<file path="src/rtl/bus_decoder.sv">
// Single-master to multi-slave address decoder with per-access timeout and
// error response generation (decode miss or slave timeout).
module bus_decoder #(
    parameter int unsigned             SLAVE_CNT  = 4,
    parameter logic [32*SLAVE_CNT-1:0] SLAVE_BASE = {32'h3000_0000, 32'h2000_0000,
                                                     32'h1000_0000, 32'h0000_0000},
    parameter logic [32*SLAVE_CNT-1:0] SLAVE_MASK = {4{32'hF000_0000}},
    parameter int unsigned             TIMEOUT    = 255,
    parameter logic [31:0]             ERR_RDATA  = 32'hDEAD_BEEF
) (
    input  logic                      clk,
    input  logic                      reset,
    input  logic [31:0]               m_addr,
    input  logic [31:0]               m_wdata,
    output logic [31:0]               m_rdata,
    input  logic                      m_valid,
    input  logic [3:0]                m_wen,
    output logic                      m_ready,
    output logic [32*SLAVE_CNT-1:0]   s_addr,
    output logic [32*SLAVE_CNT-1:0]   s_wdata,
    input  logic [32*SLAVE_CNT-1:0]   s_rdata,
    output logic [SLAVE_CNT-1:0]      s_valid,
    output logic [4*SLAVE_CNT-1:0]    s_wen,
    input  logic [SLAVE_CNT-1:0]      s_ready,
    output logic                      err,
    output logic [31:0]               err_addr,
    output logic [7:0]                err_cnt
);

    localparam int unsigned SW = (SLAVE_CNT > 1) ? $clog2(SLAVE_CNT) : 1;
    localparam int unsigned CW = (TIMEOUT > 0) ? $clog2(TIMEOUT + 1) : 1;
    localparam logic [CW-1:0] CNT_LAST = (TIMEOUT > 0) ? CW'(TIMEOUT - 1) : '0;

    typedef enum logic [1:0] {IDLE, BUSY, ERR, WAITLOW} state_t;

    state_t        state;
    logic [SW-1:0] sel;
    logic [CW-1:0] cnt;

    logic          hit;
    logic [SW-1:0] hit_idx;
    logic          sel_ready;
    logic [31:0]   sel_rdata;
    logic          err_entry;

    assign s_addr  = {SLAVE_CNT{m_addr}};
    assign s_wdata = {SLAVE_CNT{m_wdata}};

    // Ascending scan keeps the first (lowest-index) match on overlapping windows.
    always_comb begin
        hit     = 1'b0;
        hit_idx = '0;
        for (int unsigned i = 0; i < SLAVE_CNT; i++) begin
            if (!hit && ((m_addr & SLAVE_MASK[32*i +: 32]) == SLAVE_BASE[32*i +: 32])) begin
                hit     = 1'b1;
                hit_idx = SW'(i);
            end
        end
    end

    assign sel_ready = s_ready[sel];
    assign sel_rdata = s_rdata[32*sel +: 32];

    always_comb begin
        err_entry = 1'b0;
        if (state == IDLE && m_valid && !hit)
            err_entry = 1'b1;
        else if (state == BUSY && m_valid && !sel_ready && TIMEOUT != 0 && cnt == CNT_LAST)
            err_entry = 1'b1;
    end

    always_ff @(posedge clk) begin
        if (reset) begin
            state    <= IDLE;
            sel      <= '0;
            cnt      <= '0;
            err      <= 1'b0;
            err_addr <= '0;
            err_cnt  <= '0;
        end else begin
            err <= 1'b0;
            if (err_entry) begin
                err      <= 1'b1;
                err_addr <= m_addr;
                if (err_cnt != 8'hFF)
                    err_cnt <= err_cnt + 8'd1;
            end
            case (state)
                IDLE: begin
                    cnt <= '0;
                    if (m_valid) begin
                        sel   <= hit_idx;
                        state <= hit ? BUSY : ERR;
                    end
                end
                BUSY: begin
                    if (!m_valid)
                        state <= IDLE;
                    else if (sel_ready)
                        cnt <= '0;
                    else if (err_entry)
                        state <= ERR;
                    else if (TIMEOUT != 0)
                        cnt <= cnt + CW'(1);
                end
                ERR:     state <= WAITLOW;
                WAITLOW: if (!m_valid) state <= IDLE;
                default: state <= IDLE;
            endcase
        end
    end

    always_comb begin
        s_valid = '0;
        s_wen   = '0;
        m_ready = 1'b0;
        m_rdata = '0;
        case (state)
            BUSY: begin
                s_valid[sel]        = m_valid;
                s_wen[4*sel +: 4]   = m_wen;
                m_ready             = sel_ready;
                m_rdata             = sel_rdata;
            end
            ERR, WAITLOW: begin
                m_ready = 1'b1;
                m_rdata = ERR_RDATA;
            end
            default: ;
        endcase
    end

endmodule

</file>
<file path="config.mk">
export PLATFORM = sky130hd
export DESIGN_NAME = bus_decoder
export DESIGN_NICKNAME = d
export VERILOG_FILES = /design/src/rtl/bus_decoder.sv
export SDC_FILE = /design/constraint.sdc
export NUM_CORES = 1
export LEC_CHECK = 0
export BUFFER_PORTS_ARGS = -buffer_cell sky130_fd_sc_hd__buf_4
export CAP_MARGIN = 20
export CORE_AREA = 5 5 213 215
export CTS_BUF_LIST = sky130_fd_sc_hd__clkbuf_4 sky130_fd_sc_hd__clkbuf_8
export DETAILED_ROUTE_END_ITERATION = 10
export DIE_AREA = 0 0 218 220
export PLACE_DENSITY = 0.38
export SLEW_MARGIN = 20
export SYNTH_ARGS = -nofsm -noshare
export SYNTH_HDL_FRONTEND = slang
export SYNTH_SLANG_ARGS = --single-unit
</file>
<file path="constraint.sdc">
create_clock -name clk -period 3.7 [get_ports clk]
set_clock_uncertainty 0.2 [all_clocks]
set_input_delay 0.185 -clock clk [delete_from_list [all_inputs] [get_ports clk]]
set_output_delay 0.185 -clock clk [all_outputs]
set_load 0.01 [all_outputs]
</file>
==> impl_metrics.tcl <==
set metrics [dict create \
    instances_no_fill 1397 \
    peakVddDrop_mv 0.1101 \
    route.met2.wl_um 11800 \
    vias_per_cell 3.523 \
    clock_latency_ps 370 \
    wl_met1_um 9675 \
    synth_area_mm2 0.005592 \
    portBuffers 392 \
    slowest_stage "buf_4" \
    die-width_um 218 \
    path_clk_slew_ps 120 \
    total_power_mw 1.858 \
    cts_root_buf "clkbuf_8" \
    cts_buffers 5 \
    syn_inst 658 \
    hold_viol_final 0 \
    cts_sinks 53 \
    hold_path_class "in -> reg" \
    dieArea_mm2 0.04796 \
    timing.critical_path.arrival_ps 2670 \
    crit_path_max_fanout 38 \
    start_util 0.1284 \
    core-area_mm2 0.04355 \
    dr.pass1.iters 4 \
    ys_warn_count 0 \
    stdcell_area_mm2 0.007690 \
    netlist.top_cell.by_area "buf_4" \
    dieHeight_um 220 \
    rsz0062_at_grt "no" \
    finalMaxSlewViolations 0 \
    setup-tns-final_ps 0 \
    dr.first_iter.drc_count 190 \
    placed_area_mm2 0.007277 \
    cp-start-kind "flop" \
    routed_wl_um 23890 \
    top_layer "met4" \
    gr-usage-all-layers 0.09153 \
    synth_seq_cells 53 \
    period_share 0.8263 \
    ys_types 42 \
    hold_ws_ps 94.38 \
    outcome "complete, no violations" \
    synth.most_common_cell "buf_4" \
    synth_seq_area_share 0.1898 \
    antenna_found_initial 0 \
    dp_hpwl_um 18980 \
    final.setup.worst_slack_ps 642.7 \
    synth.top_cell.area_share 0.3437 \
    synth.net_count 869 \
    ioPinCount 553 \
    grt_start_max_net_pins 58 \
    maxCapViolCount 0 \
    fillCellCount 4924 \
    setup.worst_path.end_class "output port" \
    reg2reg_slack_ps 710 \
    gp_congestion 0.7809 \
    clock.fmax_mhz 327.1 \
    synth_edf_count 0 \
    post-route-util 0.1766 \
    grt_pass1_vias 4871 \
    critPathMaxStageDelay_ps 560 \
    async_reset_ff_frac 0 \
    grt_overflow 0 \
    ctsResizeCount 0 \
    rows 77 \
    antenna_left 0 \
    place_inst 1356 \
    htreeDepth 2 \
    ys.flop_type "dfxtp_1" \
    post_cts_buffers 0 \
    timing.slew.headroom 0.5324 \
    pre_cts_ws_ps 714.6 \
    drc 0 \
    finalSetupViolations 0 \
    cts_tree "built" \
    worst_pin_slew_ps 699.9 \
    path_class "reg -> out" \
    area_delta_synth_final_pct 37.53 \
    power_leakage_nw 3.464 \
    num-nets-final 1014 \
    synth_common_cells "256 x buf_4, 53 x dfxtp_1, 41 x a21oi_1" \
    avgSynthCellArea_um2 8.498 \
    met3_length_um 2079 \
    critPathRequiredTime_ps 3310 \
    drive_above_1_share 0.5647 \
    cts.path.max_buffers 2 \
    netlist_top_cells_area "buf_4 34%, dfxtp_1 19%, mux4_2 13%" \
    grt_pass1_wl_um 32710 \
    power.density_mw_per_mm2 241.6 \
    layout_min_cycle_time_ps 3057 \
    wl_per_cell_um 17.10 \
    critical_path.cell_chain "buf_4 > inv_1 > ha_1 > inv_1 > nand4_1 > nor2_1 > and2_1 > buf_4" \
    num_vias 4921 \
]
[cell type report]
| class | instances | area, um^2 | share of cell area |
|---|---|---|---|
| clock buffers | 5 | 68.82 | 0.008949 |
| flip-flops and latches | 53 | 1062 | 0.1381 |
| inverters | 6 | 22.52 | 0.002929 |
| repair buffers | 432 | 3323 | 0.4322 |
| well taps | 592 | 740.7 | 0.09632 |
| clock inverters | 3 | 21.27 | 0.002766 |
| multi-input cells | 305 | 2449 | 0.3184 |
| diodes | 1 | 2.502 | 0.0003254 |
[path summary, 6_finish.rpt]
| kind | from | to | cells after the start |
|---|---|---|---|
| worst max-delay path | sel[0] | s_wen[1] | 8 |
| worst min-delay path | m_addr[30] | state[0] | 4 |
| worst max register to register | sel[0] | err_cnt[2] | 5 |
| worst min register to register | err_addr[5] | err_addr[5] | 2 |
[power by group]
group / internal (mW) / switching [mW] / total [mW] / leakage (nW)
logic: 0.456 / 0.395 / 0.851 / 2.99
registers: 0.604 / 0.0226 / 0.626 / 0.432
clock network: 0.135 / 0.246 / 0.381 / 0.0445
total: 1.19 / 0.663 / 1.86 / 3.46
[cell families (layout without fill, tap and decap cells)]
group | count (synthesis) | in the layout | share of synthesized area
AO/OA/AOI/OAI | 125 | 125 | 0.1367
adder cells (fa/ha/maj) | 8 | 8 | 0.01790
buffers and inverters | 300 | 446 | 0.3761
flip-flops | 53 | 53 | 0.1898
multiplexers | 40 | 40 | 0.1468
other | 0 | 1 | 0
AND/OR/NAND/NOR | 132 | 132 | 0.1327
[sequential cells by signal (all words and copies together) (netlist names)]
| name | cells |
|---|---|
| sel | 2 |
| err_cnt | 8 |
| cnt | 8 |
| err_addr | 32 |
| state | 2 |
| err | 1 |
[layout by cell type, fill, tap and decap left out, types with 2 or more instances in the layout]
cell           Yosys  layout
mux4_2            33      33
and4_1             4       4
inv_1              6       6
nor2_1            17      16
nor2b_1            9       9
ha_1               8       8
nor3b_1            5       5
o21ai_0           38      37
nand3_1           38      38
dlygate4sd3_1      0      32
a2111oi_0          2       2
clkbuf_8           0       5
nor3_1             2       2
dfxtp_1           53      52
nand2_1            6       6
a211o_1            4       4
nand2b_1           5       5
a21o_1            27      27
buf_4            256     400
and2_1            28      28
a21oi_1           41      41
mux2_2             6       6
nand4_1            4       4
a211oi_1           4       4
a2111o_1           2       2
and3_1             7       7
[critical path: cells and delay by family (launching register included)]
family | cells | cell delay [ps]
simple gates | 3 | 540
buf+inv | 4 | 1000
flops | 1 | 360
fa+ha+maj | 1 | 370
[per-layer routing]
| metal | up-vias | GRT usage |
|---|---|---|
| met5 | - | 0 |
| met4 | 0 | 0.02282 |
| met3 | 26 | 0.03778 |
| met2 | 206 | 0.1497 |
| met1 | 2368 | 0.1122 |
| li1 | 2321 | - |
[repair_timing]
action | in CTS | in global routing
endpoints found under the hold margin | 34 | 0
hold buffers | 32 | 0
setup endpoints to repair | 0 | 0
No activity file was read; power rests on OpenSTA's default activity.
